### config.mk
export PLATFORM = sky130hd
export DESIGN_NAME = gather
export DESIGN_NICKNAME = d
export VERILOG_FILES = /design/src/rtl/gather.sv
export SDC_FILE = /design/constraint.sdc
export NUM_CORES = 1
export LEC_CHECK = 0
export CAP_MARGIN = 20
export CORE_MARGIN = 2
export CORE_UTILIZATION = 40
export DETAILED_ROUTE_END_ITERATION = 6
export PLACE_DENSITY = 0.93
export SETUP_SLACK_MARGIN = 0.1
export SLEW_MARGIN = 5
export SYNTH_ARGS = -nofsm -noshare
export SYNTH_HDL_FRONTEND = slang
export SYNTH_SLANG_ARGS = --single-unit
export TNS_END_PERCENT = 30
### constraint.sdc
create_clock -name clk -period 3 [get_ports clk]
set_input_delay 0.45 -clock clk [delete_from_list [all_inputs] [get_ports clk]]
set_output_delay 0.45 -clock clk [all_outputs]
set_load 0.03 [all_outputs]
### src/rtl/gather.sv
// gather: N-lane join; buffers one word per lane and presents their concatenation once every lane is full.
// Define GATHER_REFILL_EN to let a lane reload on the same edge the gathered set is consumed.
module gather #(
  parameter int W = 8,
  parameter int N = 2
) (
  input  logic           clk,
  input  logic           rst,
  input  logic [N-1:0]   s_stb,
  input  logic [N*W-1:0] s_dat,
  output logic [N-1:0]   s_rdy,
  input  logic           m_rdy,
  output logic           m_stb,
  output logic [N*W-1:0] m_dat,
  output logic [N-1:0]   pend
);

  logic [N-1:0]   vld_q, vld_d;
  logic [N*W-1:0] buf_q, buf_d;
  logic           fire;
  logic [N-1:0]   lane_rdy;
  logic [N-1:0]   take;

  assign m_stb = &vld_q;
  assign m_dat = buf_q;
  assign pend  = vld_q;
  assign fire  = m_stb & m_rdy;

`ifdef GATHER_REFILL_EN
  assign lane_rdy = ~vld_q | {N{fire}};
`else
  assign lane_rdy = ~vld_q;
`endif

  // Ready is masked during reset so upstream never counts a transfer the cleared flops drop.
  assign s_rdy = rst ? '0 : lane_rdy;
  assign take  = s_stb & lane_rdy;

  always_comb begin
    vld_d = fire ? '0 : vld_q;
    buf_d = buf_q;
    for (int i = 0; i < N; i++) begin
      if (take[i]) begin
        vld_d[i]        = 1'b1;
        buf_d[i*W +: W] = s_dat[i*W +: W];
      end
    end
  end

  always_ff @(posedge clk or posedge rst) begin
    if (rst) begin
      vld_q <= '0;
      buf_q <= '0;
    end else begin
      vld_q <= vld_d;
      buf_q <= buf_d;
    end
  end

endmodule

* Word-level counts from Yosys, hierarchy flattened
Index checks and enable logic that the tools add are counted.
Operators by class: bitwise operators 3, multiplexer cells 4, reduce and logical (&&, ||, !) cells 3
Operators with widths (number):
- $mux 2 | 2
- $reduce_bool 2->1 | 2
- $and 2x2->2 | 1
- $mux 1 | 2
- $not 2->2 | 1
- $reduce_and 2->1 | 1
- $and 1x1->1 | 1
Word-level totals: bits in registers 18, output and inout bits 21, logic and storage cells 14

* Logic depth before layout (Yosys ltp)
depth after elaboration 4, gate-level depth with buffers 3, gate-level depth less buffers 2

* Worst setup path after synthesis
No wires, ideal clock.
path type reg2out, start point register vld_q[1] (netlist: pend[1]), end point output port s_rdy[1], arrival 0.977 ns, setup slack 1.573 ns, stages on the path, launching flop included 2, data required time 2.550 ns, cells stage by stage dfrtp_1 nor2_1
Between the ends: word-level cells in the longest chain between the ends 2
RTL lines:
- start, declared | line 18 | logic [N-1:0] vld_q, vld_d;
- start signal, assigned | line 55 | vld_q <= vld_d;
- $not 2->2 | line 32 | assign lane_rdy = ~vld_q;
- $mux 2 | line 36 | assign s_rdy = rst ? '0 : lane_rdy;
- end, declared | line 11 | output logic [N-1:0] s_rdy,
No other way between the ends.

* Worst setup path after layout
start point input port rst, end point output port s_rdy[1]
Between the ends: word-level cells in the longest chain between the ends 1
RTL lines:
- start, declared | line 8 | input logic rst,
- $mux 2 | line 36
No other way between the ends.

==> flow_metrics.env <==
export IMPL_status="completed"
export IMPL_critPathTopFamily="buffers and inverters"
export IMPL_yosysSeqAreaShare_pct=59.02
export IMPL_cp_max_fo=3
export IMPL_gp_congestion=0.6285
export IMPL_switching_power_mw=0.5450
export IMPL_fin_cells=114
export IMPL_internal_power_mw=0.8376
export IMPL_synthMuxAreaShare_pct=31.48
export IMPL_vias=524
export IMPL_overflow=0
export IMPL_arrival_ns=1.68
export IMPL_synthArstFlopShare_pct=100.0
export IMPL_cts_buffer_depth=2
export IMPL_worst_slew_pin_transition_ns=0.6409
export IMPL_dp_cells=111
export IMPL_synth_edf_count=0
export IMPL_rsz0062_at_grt="false"
export IMPL_numCtsBuffers=3
export IMPL_critPathBufInv=2
export IMPL_drv_slew=0
export IMPL_yosysUniqueCellTypes=9
export IMPL_ys_warnings_count=0
export IMPL_vdd_drop_max_uv=608.8
export IMPL_cts_setup_buffers=0
export IMPL_initial_core_util_pct=43.26
export IMPL_coreArea_sq_mm=0.001764
export IMPL_die_x_um=47.68
export IMPL_path_cells="clkdlybuf4s50_1 -> nor2_1 -> clkdlybuf4s50_1"
export IMPL_holdWs_ns=0.5179
export IMPL_worstPathRequired_ns=2.55
export IMPL_synth_compound_area_share_pct=1.967
export IMPL_synthSimpleGateAreaFrac_pct=4.098
export IMPL_die_area_sq_mm=0.002273
export IMPL_hold_viol=0
export IMPL_drc=0
export IMPL_final_area_sq_mm=0.001220
export IMPL_synth_area_leaders="dfrtp_1 59%, mux2_4 31%, buf_6 3.0%"
export IMPL_io_buffers=41
export IMPL_fin_nets=112
export IMPL_wl_per_cell_um=13.71
export IMPL_leakage_nw=0.5300
export IMPL_power_density_mw_per_mm2=1133
export IMPL_synth_top_cell_area_share_pct=59.02
export IMPL_cap_viol_max_count=0
export IMPL_period_needed_ns=2.128
export IMPL_synth_avg_cell_area_sq_um=16.96
export IMPL_r2r_start="pend[1]"
export IMPL_yosys_area_share_adder_pct=0
export IMPL_syn_instance_count=45
export IMPL_die_y_um=47.68
export IMPL_synth_commonest_cells="18 x dfrtp_1, 16 x mux2_4"
export IMPL_holdBufCountCts=0
export IMPL_grt_pass1_vias=535
export IMPL_startpoint="rst"
export IMPL_dpl_cell_area_sq_mm=0.001197
export IMPL_cpPeakStageDelay_ns=0.68
export IMPL_cpMaxStageDelayCell="clkdlybuf4s50_1"
export IMPL_grt_max_degree=19
export IMPL_ys_seq_elements=18
export IMPL_antenna_left=0
export IMPL_areaGrowthSynthToFinish_pct=59.84
export IMPL_cts_root_buf="clkbuf_4"
export IMPL_p_seq_share_pct=31.9
export IMPL_path_clk_slew_ns=0.09
export IMPL_drt_first_pass_iters=2
export IMPL_setup_ws_ns=0.8718
export IMPL_synth_most_common_cell="dfrtp_1"
export IMPL_finalPower_mw=1.383
export IMPL_worst_hold_path_type="reg -> reg"
export IMPL_fin_crit_sh_pct=70.94
export IMPL_p_clk_share_pct=8.0
export IMPL_insertedDiodeCount=0
export IMPL_clkLatencyLatePin_ns=0.28
export IMPL_grt_antenna_before_repair=0
export IMPL_hpwl_mm=1.276
export IMPL_routed_wl_mm=1.563
export IMPL_utilization_pct=69.15
export IMPL_htree_levels=1
export IMPL_rows=15
export IMPL_clock_sinks=18
export IMPL_synth_fp_nets=66
export IMPL_yosysTopAreaCell="dfrtp_1"
export IMPL_vias_per_cell=4.596
export IMPL_timing_fmax_mhz=469.9
export IMPL_crit_type="in -> out"
export IMPL_setup_viol=0
export IMPL_synth_area_sq_um=763.2
export IMPL_cp_start_kind="input port"
export IMPL_tritoncts="yes"
export IMPL_drt_iter0_drc=3
export IMPL_combPwrFrac_pct=60.1
export IMPL_end_kind="primary output"
export IMPL_ys_flop_type="dfrtp_1"
export IMPL_crit_top_cell="clkdlybuf4s50_1"
export IMPL_skew_ns=0.002931
export IMPL_pin_count=42
export IMPL_slew_headroom_pct=57.23
export IMPL_dp_slack_ns=0.8522
export IMPL_grt_pass1_wl_mm=2.318
export IMPL_synth_xor_area_share_pct=0
export IMPL_min_from="m_dat[9]"
export IMPL_grt_total_usage_pct=14.86
export IMPL_cts_resized=0
export IMPL_drive_above_1_share_pct=23.60
export IMPL_p_sw_share_pct=39.42
export IMPL_fin_tns_setup_ns=0
export IMPL_synth_top_family_by_area="multiplexers"
==> worst reg2reg max path, cell delays in order (launching register included) <==
cell and delay [ns]:
dfrtp_1 0.44, nor2b_1 0.13, buf_4 0.21, mux2_4 0.33
==> flip-flops by register name, indices dropped and copies added, names as in the netlist <==
signal and count:
m_dat 16, pend 2
==> cell type report <==
| class | count | area, sq um |
|---|---|---|
| fillers | 131 | 544.3 |
| well taps | 25 | 31.28 |
| inverters | 1 | 3.754 |
| flip-flops and latches | 18 | 450.4 |
| clock buffers | 3 | 22.52 |
| multi-input cells | 24 | 286.5 |
| repair buffers | 43 | 425.4 |
==> worst paths after layout <==
check                                 end  slack, ns  cells after the start
max in group asynchronous        m_dat[0]       1.98                      2
worst min-delay path             m_dat[9]       0.52                      1
worst min register to register   m_dat[9]       0.52                      1
worst max register to register  m_dat[14]       1.78                      3
min in group asynchronous         pend[1]       0.61                      2
worst max-delay path             s_rdy[1]       0.87                      3
==> kinds of logic (layout without fill, tap and decap cells) <==
kind of cell / count (synthesis) / after routing
and+or+nand+nor: 6 / 6
AOI/OAI and AO/OA: 2 / 2
DFF: 18 / 18
muxes: 16 / 16
buffers and inverters: 3 / 47
==> cells in the final DEF (no fill, tap or decap), drive strengths merged <==
| cell | n |
|---|---|
| mux2 | 16 |
| o21a | 2 |
| and2 | 1 |
| buf | 2 |
| nor2b | 2 |
| clkbuf | 3 |
| dfrtp | 18 |
| inv | 1 |
| clkdlybuf4s50 | 41 |
| nor2 | 2 |
| nand3 | 1 |
==> routing by layer <==
| layer | vias to the layer above | global-route usage (%) | part of all wire, % |
|---|---|---|---|
| li1 | 241 | - | - |
| met1 | 263 | 17.14 | 39 |
| met2 | 20 | 27.20 | 57 |
| met3 | 0 | 3.019 | 4.0 |
| met4 | 0 | 4.865 | 0 |
| met5 | - | 0 | 0 |
==> power groups by stage <==
| stage | Sequential, mW | Clock (mW) | Combinational [mW] |
|---|---|---|---|
| finish | 0.441 | 0.111 | 0.831 |
| global route | 0.457 | 0.131 | 0.871 |
| CTS | 0.444 | 0.119 | 0.841 |
| detailed placement | 0.449 | 0 | 0.836 |
| global placement | 0.436 | 0 | 0.825 |
| floorplan | 0.683 | 0 | 0.264 |
Power figures use the tool's default switching activity.
